==> src/rtl/fetch_pkg.sv <==
// Shared types and instruction-field layout for the instruction fetch front end.
package fetch_pkg;

    typedef enum logic [1:0] {
        S_IDLE,
        S_FETCH,
        S_ISSUE,
        S_DRAIN
    } state_t;

    localparam int INSTR_W  = 32;
    localparam int COND_LO  = 28;
    localparam int OP_LO    = 26;
    localparam int FUNCT_LO = 20;
    localparam int RN_LO    = 16;
    localparam int RD_LO    = 12;
    localparam int IMM_LO   = 0;

    // Low address bits cleared on every redirect so the PC stays word aligned.
    localparam logic [1:0] WORD_LSB_MASK = 2'b11;

endpackage

==> src/rtl/instr_field_split.sv <==
// Combinational split of a 32-bit ARM-subset instruction word into decoder fields.
module instr_field_split
    import fetch_pkg::*;
(
    input  logic [INSTR_W-1:0] word_i,
    output logic [3:0]         cond_o,
    output logic [1:0]         op_o,
    output logic [5:0]         funct_o,
    output logic [3:0]         rn_o,
    output logic [3:0]         rd_o,
    output logic [11:0]        imm12_o
);

    assign cond_o  = word_i[COND_LO  +: 4];
    assign op_o    = word_i[OP_LO    +: 2];
    assign funct_o = word_i[FUNCT_LO +: 6];
    assign rn_o    = word_i[RN_LO    +: 4];
    assign rd_o    = word_i[RD_LO    +: 4];
    assign imm12_o = word_i[IMM_LO   +: 12];

endmodule

==> src/rtl/instr_fetch_unit.sv <==
// Instruction fetch front end: PC, imem req/valid fetch, one-deep issue buffer
// toward the decoder with branch/flush redirect and in-flight response draining.
module instr_fetch_unit
    import fetch_pkg::*;
#(
    parameter int                ADDR_W   = 32,
    parameter logic [ADDR_W-1:0] RESET_PC = '0,
    parameter int                CNT_W    = 16
) (
    input  logic               clk,
    input  logic               rst_n,
    output logic               imem_req,
    output logic [ADDR_W-1:0]  imem_addr,
    input  logic               imem_valid,
    input  logic [INSTR_W-1:0] imem_rdata,
    output logic               instr_valid,
    input  logic               instr_ready,
    output logic [3:0]         cond,
    output logic [1:0]         op,
    output logic [5:0]         funct,
    output logic [3:0]         rn,
    output logic [3:0]         rd,
    output logic [11:0]        imm12,
    output logic [ADDR_W-1:0]  instr_pc,
    output logic [ADDR_W-1:0]  pc_plus8,
    input  logic               branch_taken,
    input  logic [ADDR_W-1:0]  branch_target,
    input  logic               flush,
    output logic [CNT_W-1:0]   issued_cnt
);

    function automatic logic [ADDR_W-1:0] align_word(input logic [ADDR_W-1:0] a);
        return {a[ADDR_W-1:2], a[1:0] & ~WORD_LSB_MASK};
    endfunction

    state_t              state_q, state_d;
    logic [ADDR_W-1:0]   pc_q, pc_d;
    logic [ADDR_W-1:0]   drain_addr_q, drain_addr_d;
    logic [ADDR_W-1:0]   instr_pc_q, instr_pc_d;
    logic [ADDR_W-1:0]   pc8_q, pc8_d;
    logic [INSTR_W-1:0]  instr_q, instr_d;
    logic [CNT_W-1:0]    cnt_q, cnt_d;
    logic [ADDR_W-1:0]   redirect;

    assign redirect = align_word(branch_target);

    always_comb begin
        state_d      = state_q;
        pc_d         = pc_q;
        drain_addr_d = drain_addr_q;
        instr_pc_d   = instr_pc_q;
        pc8_d        = pc8_q;
        instr_d      = instr_q;
        cnt_d        = cnt_q;

        unique case (state_q)
            S_IDLE: state_d = S_FETCH;
            S_FETCH: begin
                if (imem_valid) begin
                    // A response arriving with a flush belongs to the old path.
                    if (!flush) begin
                        instr_d    = imem_rdata;
                        instr_pc_d = pc_q;
                        pc8_d      = pc_q + ADDR_W'(8);
                        pc_d       = pc_q + ADDR_W'(4);
                        state_d    = S_ISSUE;
                    end
                end else if (flush) begin
                    drain_addr_d = pc_q;
                    state_d      = S_DRAIN;
                end
            end
            S_ISSUE: begin
                if (flush) begin
                    state_d = S_FETCH;
                end else if (instr_ready) begin
                    cnt_d   = cnt_q + CNT_W'(1);
                    state_d = S_FETCH;
                    if (branch_taken) pc_d = redirect;
                end
            end
            S_DRAIN: begin
                if (imem_valid) state_d = S_FETCH;
            end
            default: state_d = S_IDLE;
        endcase

        if (flush) pc_d = redirect;
    end

    always_ff @(posedge clk or negedge rst_n) begin
        if (!rst_n) begin
            state_q      <= S_IDLE;
            pc_q         <= RESET_PC;
            drain_addr_q <= '0;
            instr_pc_q   <= '0;
            pc8_q        <= '0;
            instr_q      <= '0;
            cnt_q        <= '0;
        end else begin
            state_q      <= state_d;
            pc_q         <= pc_d;
            drain_addr_q <= drain_addr_d;
            instr_pc_q   <= instr_pc_d;
            pc8_q        <= pc8_d;
            instr_q      <= instr_d;
            cnt_q        <= cnt_d;
        end
    end

    // While draining, the address of the abandoned request stays on the bus.
    always_comb begin
        imem_req  = (state_q == S_FETCH) || (state_q == S_DRAIN);
        imem_addr = '0;
        if (state_q == S_FETCH)      imem_addr = pc_q;
        else if (state_q == S_DRAIN) imem_addr = drain_addr_q;
    end

    assign instr_valid = (state_q == S_ISSUE);
    assign instr_pc    = instr_pc_q;
    assign pc_plus8    = pc8_q;
    assign issued_cnt  = cnt_q;

    instr_field_split u_split (
        .word_i  (instr_q),
        .cond_o  (cond),
        .op_o    (op),
        .funct_o (funct),
        .rn_o    (rn),
        .rd_o    (rd),
        .imm12_o (imm12)
    );

endmodule

==> config.mk <==
export PLATFORM = sky130hd
export DESIGN_NAME = instr_fetch_unit
export DESIGN_NICKNAME = d
export VERILOG_FILES = /design/src/rtl/fetch_pkg.sv /design/src/rtl/instr_field_split.sv /design/src/rtl/instr_fetch_unit.sv
export SDC_FILE = /design/constraint.sdc
export NUM_CORES = 1
export LEC_CHECK = 0
export CAP_MARGIN = 30
export CORE_MARGIN = 2
export CORE_UTILIZATION = 53
export CTS_CLUSTER_DIAMETER = 100
export DETAILED_ROUTE_END_ITERATION = 10
export MAX_ROUTING_LAYER = met4
export PLACE_DENSITY_LB_ADDON = 0.15
export SYNTH_ARGS = -nofsm -noshare
export SYNTH_HDL_FRONTEND = slang
export SYNTH_HIERARCHICAL = 1
export SYNTH_SLANG_ARGS = --single-unit
==> constraint.sdc <==
create_clock -name clk -period 3.4 [get_ports clk]
set_clock_uncertainty 0.15 [all_clocks]
set_input_delay 0.51 -clock clk [delete_from_list [all_inputs] [get_ports clk]]
set_output_delay 0.51 -clock clk [all_outputs]
set_load 0.02 [all_outputs]
==> results of run 1 <==
[cells by family (layout without fill, tap and decap cells)]
group	count (synthesis)	count (layout)	synth area share (%)
buffers and inverters	133	277	7.769
multiplexers	68	68	8.257
other	1	6	0.04304
AO/OA/AOI/OAI	127	127	9.707
flip-flops	169	169	48.54
adder cells (fa/ha/maj)	3	3	0.4308
XOR/XNOR	27	27	2.714
AND/OR/NAND/NOR	417	417	22.54
[per-stage QoR]
step	hold WS, ps	setup WS [ps]	util, %	std cells
final	13.98	226.1	70.90	1310
after CTS	60.24	235.5	70.90	1310
after detailed placement	311.7	480.3	66.95	1279
after floorplan	64.41	1108	-	950
after global routing	86.27	104.8	70.90	1310
after global placement	307.3	516.6	66.95	1279
[power breakdown]
part           switching [W]  internal, W  leakage (nW)  total, W
combinational        0.00166      0.00155          2.53   0.00321
sequential          0.000593      0.00265          2.08   0.00324
clock               0.000828      0.00126         0.302   0.00209
[layer usage]
layer | up-vias | wire, µm
li1 | 3516 | -
met1 | 3585 | 10710
met2 | 402 | 10770
met3 | 38 | 2050
met4 | 0 | 393
met5 | - | 0
[flip-flops by register name (all words and copies together), names as in the netlist]
| register | cells |
|---|---|
| instr_q | 32 |
| pc_plus8 | 29 |
| pc_q | 30 |
| instr_pc | 30 |
| issued_cnt | 16 |
| state_q | 2 |
| drain_addr_q | 30 |
[Yosys cell counts, types with 5 or more instances]
library cell / instances / share of area (%)
nand2_1: 220 / 9.5
dfrtp_1: 169 / 49
nor2_1: 57 / 2.5
clkbuf_1: 50 / 2.2
buf_4: 39 / 3.4
o21ai_0: 39 / 2.2
mux2i_1: 37 / 4.3
mux2_2: 31 / 4.0
nand3_1: 26 / 1.5
xnor2_1: 25 / 2.5
nand4_1: 22 / 1.6
a31oi_1: 21 / 1.5
buf_2: 19 / 1.1
nor3_1: 14 / 0.80
inv_1: 13 / 0.56
or4_1: 13 / 1.1
and3_1: 11 / 0.79
nor4_1: 11 / 0.79
and4_1: 10 / 1.0
buf_1: 10 / 0.43
a21oi_1: 8 / 0.46
o211ai_1: 8 / 0.69
nor4b_1: 7 / 0.70
or3_1: 7 / 0.50
a22oi_1: 6 / 0.52
o311ai_0: 6 / 0.60
o31ai_1: 6 / 0.52
a311oi_1: 5 / 0.50
and2_1: 5 / 0.36
o2bb2ai_1: 5 / 0.50
o311ai_1: 5 / 0.50
[how the worst max path moves through the flow]
stage / start / end / slack, ps
after floorplan: pc_q[3] / pc_plus8[21] / 1110
after detailed placement: imem_valid / instr_q[31] / 480
after CTS: state_q[1] / imem_addr[27] / 240
final: state_q[1] / imem_addr[27] / 230
after global placement: imem_valid / instr_q[31] / 520
after global routing: state_q[1] / imem_addr[28] / 100
[critical path: stages (launching register included)]
cell and delay (ps):
dfrtp_2 970, buf_4 280, mux2i_1 80, nor2_1 110, clkdlybuf4s50_1 620
[area by class of cell]
type                       instances  area (µm²)
fill                            1272        4656
sequential                       169        4230
multi-input combinational        648        3872
timing repair buffer             232        2286
clock buffer                      19       442.9
tap                              216       270.3
clock inverter                    12       190.2
inverter                          14       52.55
==> impl_metrics.env, run 1 <==
export IMPL_seq_area_frac_synth_pct=48.54
export IMPL_avgSynthCellArea_um2=9.220
export IMPL_drt_pre_antenna_iters=6
export IMPL_fin_setup_tns_ps=0
export IMPL_numCtsBuffers=17
export IMPL_maxCapViolations=0
export IMPL_vias=7541
export IMPL_ir_worst_vdd_mv=0.3851
export IMPL_p_total_w=0.008532
export IMPL_grt_max_degree=93
export IMPL_cts_hold_repair_buffers=0
export IMPL_syn_area_um2=8713
export IMPL_finalCritPeriodShare_pct=93.35
export IMPL_clock_latency_ps=430
export IMPL_drc=0
export IMPL_hold_viol=0
export IMPL_maxSlewViolCount=0
export IMPL_n_antenna_cell=0
export IMPL_fp_dieW_um=132.2
export IMPL_p_leak_nw=4.913
export IMPL_cts_sinks=169
export IMPL_cts_resized_gates=0
export IMPL_path_class="reg -> out"
export IMPL_worstMarginPinSlew_ps=907.6
export IMPL_num_nets_final=1155
export IMPL_rrSetupSlack_ps=680
export IMPL_drtIter0Drc=746
export IMPL_design_area_um2=11340
export IMPL_ys_async_sr_fraction_pct=100.0
export IMPL_grt_pass1_wl_um=38650
export IMPL_cp_start_kind="flop"
export IMPL_place_area_um2=10710
export IMPL_antenna_found_initial=0
export IMPL_core_um2=16000
export IMPL_gp_congestion=0.8798
export IMPL_use_met2_pct=42.33
export IMPL_status="complete, no violations"
export IMPL_synth_edff_count=0
export IMPL_ff2ff_path_depth=6
export IMPL_cts_setup_buffers=0
export IMPL_ys_seq_elements=169
export IMPL_relSlewSlack_pct=39.49
export IMPL_routed_wl_um=23920
export IMPL_portBuffers=207
export IMPL_grt_use_total_pct=28.38
export IMPL_io_pins=216
export IMPL_synthCells=945
export IMPL_rsz0062_at_grt="no"
export IMPL_grt_pass1_vias=7034
export IMPL_synth_cell_type_count=59
export IMPL_rows=46
export IMPL_cts_tree="done"
export IMPL_htreeDepth=4
export IMPL_initial_core_util_pct=54.46
export IMPL_setup_violations=0
export IMPL_mostFrequentLayoutCells="nand2_1, clkdlybuf4s50_1, dfrtp_1"
export IMPL_pwr_density_cell_nw_per_um2=752.1
export IMPL_mostFrequentLayoutCell="nand2_1"
export IMPL_clockBufferDepth=2
export IMPL_wl_per_cell_um=18.26
export IMPL_timing_rr_start="state_q[1]"
export IMPL_root_buffer="clkbuf_16"
export IMPL_ant_nets=0
export IMPL_gr_total_overflow=0
export IMPL_path_clk_slew_ps=70
export IMPL_required_ps=2740
export IMPL_grt_use_met1_pct=40.34
export IMPL_drive_above_1_share_pct=8.958
export IMPL_finalCriticalPeriod_ps=3174
export IMPL_path_max_fanout=36
export IMPL_hp_class="in -> async"
export IMPL_dieArea_um2=17480
export IMPL_cp_arrival_ps=2510
export IMPL_synth_warnings=6
export IMPL_hpwl_um=16930
export IMPL_worst_r2r_endpoint="pc_plus8[9]"
export IMPL_synth_top_flop_cell="dfrtp_1"
export IMPL_grt_most_used_layer="met2"
export IMPL_met3_usage_pct=5.190
export IMPL_worstSetupEndpointType="primary output"
export IMPL_fmax_mhz=315.1
export IMPL_area_growth_syn_to_layout_pct=30.20
export IMPL_fp_dieH_um=132.2
export IMPL_vias_per_cell=5.756
(Power assumes the default switching activity.)
==> inputs of run 2 (changes only) <==
--- a/config.mk
+++ b/config.mk
@@ -6,12 +6,12 @@
 export NUM_CORES = 1
 export LEC_CHECK = 0
 export CAP_MARGIN = 30
-export CORE_MARGIN = 2
 export CORE_UTILIZATION = 53
 export CTS_CLUSTER_DIAMETER = 100
 export DETAILED_ROUTE_END_ITERATION = 10
 export MAX_ROUTING_LAYER = met4
 export PLACE_DENSITY_LB_ADDON = 0.15
+export SKIP_CTS_REPAIR_TIMING = 1
 export SYNTH_ARGS = -nofsm -noshare
 export SYNTH_HDL_FRONTEND = slang
 export SYNTH_HIERARCHICAL = 1
==> impl_metrics.env, run 2 (same netlist as run 1, synthesis figures left out) <==
export IMPL_relSlewSlack_pct=44.98
export IMPL_finalCritPeriodShare_pct=91.50
export IMPL_path_max_fanout=34
export IMPL_root_buffer="clkbuf_16"
export IMPL_wl_per_cell_um=17.92
export IMPL_gp_congestion=0.9166
export IMPL_drc=0
export IMPL_routed_wl_um=23530
export IMPL_whs_ps=-42.68
export IMPL_p_leak_nw=4.925
export IMPL_vias=7452
export IMPL_num_nets_final=1157
export IMPL_dieArea_um2=16960
export IMPL_drt_pre_antenna_iters=6
export IMPL_intPower_w=0.005452
export IMPL_sequentialPowerShare_pct=38.0
export IMPL_io_pins=216
export IMPL_mostFrequentLayoutCell="nand2_1"
export IMPL_crit_path_start="state_q[1]"
export IMPL_required_ps=2740
export IMPL_fp_dieW_um=130.2
export IMPL_setup_violations=0
export IMPL_ff2ff_path_depth=5
export IMPL_antenna_found_initial=0
export IMPL_hold_viol=71
export IMPL_p_switching_w=0.003059
export IMPL_numCtsBuffers=17
export IMPL_largest_reg_flops=32
export IMPL_clockPowerShare_pct=24.5
export IMPL_ant_nets=0
export IMPL_path_class="reg -> out"
export IMPL_worstMarginPinSlew_ps=825.3
export IMPL_vias_per_cell=5.676
export IMPL_htreeDepth=4
export IMPL_rsz0062_at_grt="no"
export IMPL_clockBufferDepth=2
export IMPL_portBuffers=207
export IMPL_maxSlewViolCount=0
export IMPL_mostFrequentLayoutCells="nand2_1, clkdlybuf4s50_1, dfrtp_1"
export IMPL_n_antenna_cell=0
export IMPL_top_register="instr_q"
export IMPL_pwr_density_cell_nw_per_um2=749.3
export IMPL_maxCapViolations=0
export IMPL_path_clk_slew_ps=60
export IMPL_fin_setup_tns_ps=0
export IMPL_finalCriticalPeriod_ps=3111
export IMPL_status="finished with violations"
export IMPL_rrSetupSlack_ps=750
export IMPL_worst_r2r_endpoint="pc_q[12]"
export IMPL_p_sw_share_pct=35.94
export IMPL_grt_pass1_vias=6808
export IMPL_timing_rr_start="state_q[1]"
export IMPL_cp_arrival_ps=2450
export IMPL_clock_latency_ps=430
export IMPL_grt_max_degree=81
export IMPL_ir_worst_vdd_mv=0.4559
export IMPL_combPwrFrac_pct=37.6
export IMPL_hp_class="in -> async"
export IMPL_failed_checks="hold timing"
export IMPL_cts_sinks=169
export IMPL_drive_above_1_share_pct=9.207
export IMPL_fp_dieH_um=130.2
export IMPL_grt_use_total_pct=29.50
export IMPL_fmax_mhz=321.4
export IMPL_cts_tree="done"
export IMPL_hpwl_um=16540
export IMPL_grt_pass1_wl_um=37150
export IMPL_area_growth_syn_to_layout_pct=30.36
export IMPL_gr_total_overflow=0
export IMPL_core_um2=15940
export IMPL_initial_core_util_pct=54.65
export IMPL_rows=46
export IMPL_worstSetupEndpointType="primary output"
export IMPL_cp_start_kind="flop"
export IMPL_drtIter0Drc=673
## run 2: cell types whose count changed in the layout (fill, tap and decap cells not counted), sizes merged
cell  change
buf       +2
inv       +1
## run 2: worst max-delay path: stages (launching register included)
cell and delay (ps):
dfrtp_2 910, buf_4 290, mux2i_1 80, nor2_1 120, clkdlybuf4s50_1 620
## run 2: how the worst max path moves through the flow
stage	to	slack [ps]	depth (start not counted)
final	imem_addr[6]	290	4
after global routing	imem_addr[26]	190	4
after CTS	imem_addr[6]	260	4
after detailed placement	issued_cnt[14]	540	5
after global placement	pc_q[24]	610	5
after floorplan	pc_plus8[21]	1110	6
## run 2: layer usage
metal,track usage (%),vias to the layer above,wire length [µm]
met4,9.166,0,360
met1,42.17,3530,10520
met3,5.986,30,2134
li1,-,3536,-
met5,-,-,0
met2,41.93,356,10520
## run 2: area by class of cell
| class | instances | area [µm²] |
|---|---|---|
| Sequential cell | 169 | 4230 |
| Timing Repair Buffer | 234 | 2301 |
| Clock inverter | 13 | 188.9 |
| Clock buffer | 19 | 442.9 |
| Fill cell | 1263 | 4584 |
| Multi-Input combinational cell | 648 | 3872 |
| Tap cell | 216 | 270.3 |
| Inverter | 14 | 52.55 |
## run 2: through the flow
| stage | area, µm² | setup slack (ps) | std cells | total power [W] | utilization (%) |
|---|---|---|---|---|---|
| after floorplan | 8732 | 1108 | 950 | 0.005025 | - |
| after global placement | 10730 | 612.9 | 1281 | 0.006372 | 67.28 |
| after detailed placement | 10730 | 543.0 | 1281 | 0.006452 | 67.28 |
| after CTS | 11360 | 255.4 | 1313 | 0.008551 | 71.24 |
| after global routing | 11360 | 189.1 | 1313 | 0.008961 | 71.24 |
| final | 11360 | 288.9 | 1313 | 0.008511 | 71.24 |
## run 2: power groups by stage
stage	clock (W)	sequential (W)	combinational, W
floorplan	0	0.00333	0.00170
global placement	0	0.00322	0.00315
detailed placement	0	0.00325	0.00320
CTS	0.00211	0.00322	0.00322
global route	0.00219	0.00333	0.00344
finish	0.00208	0.00323	0.00320
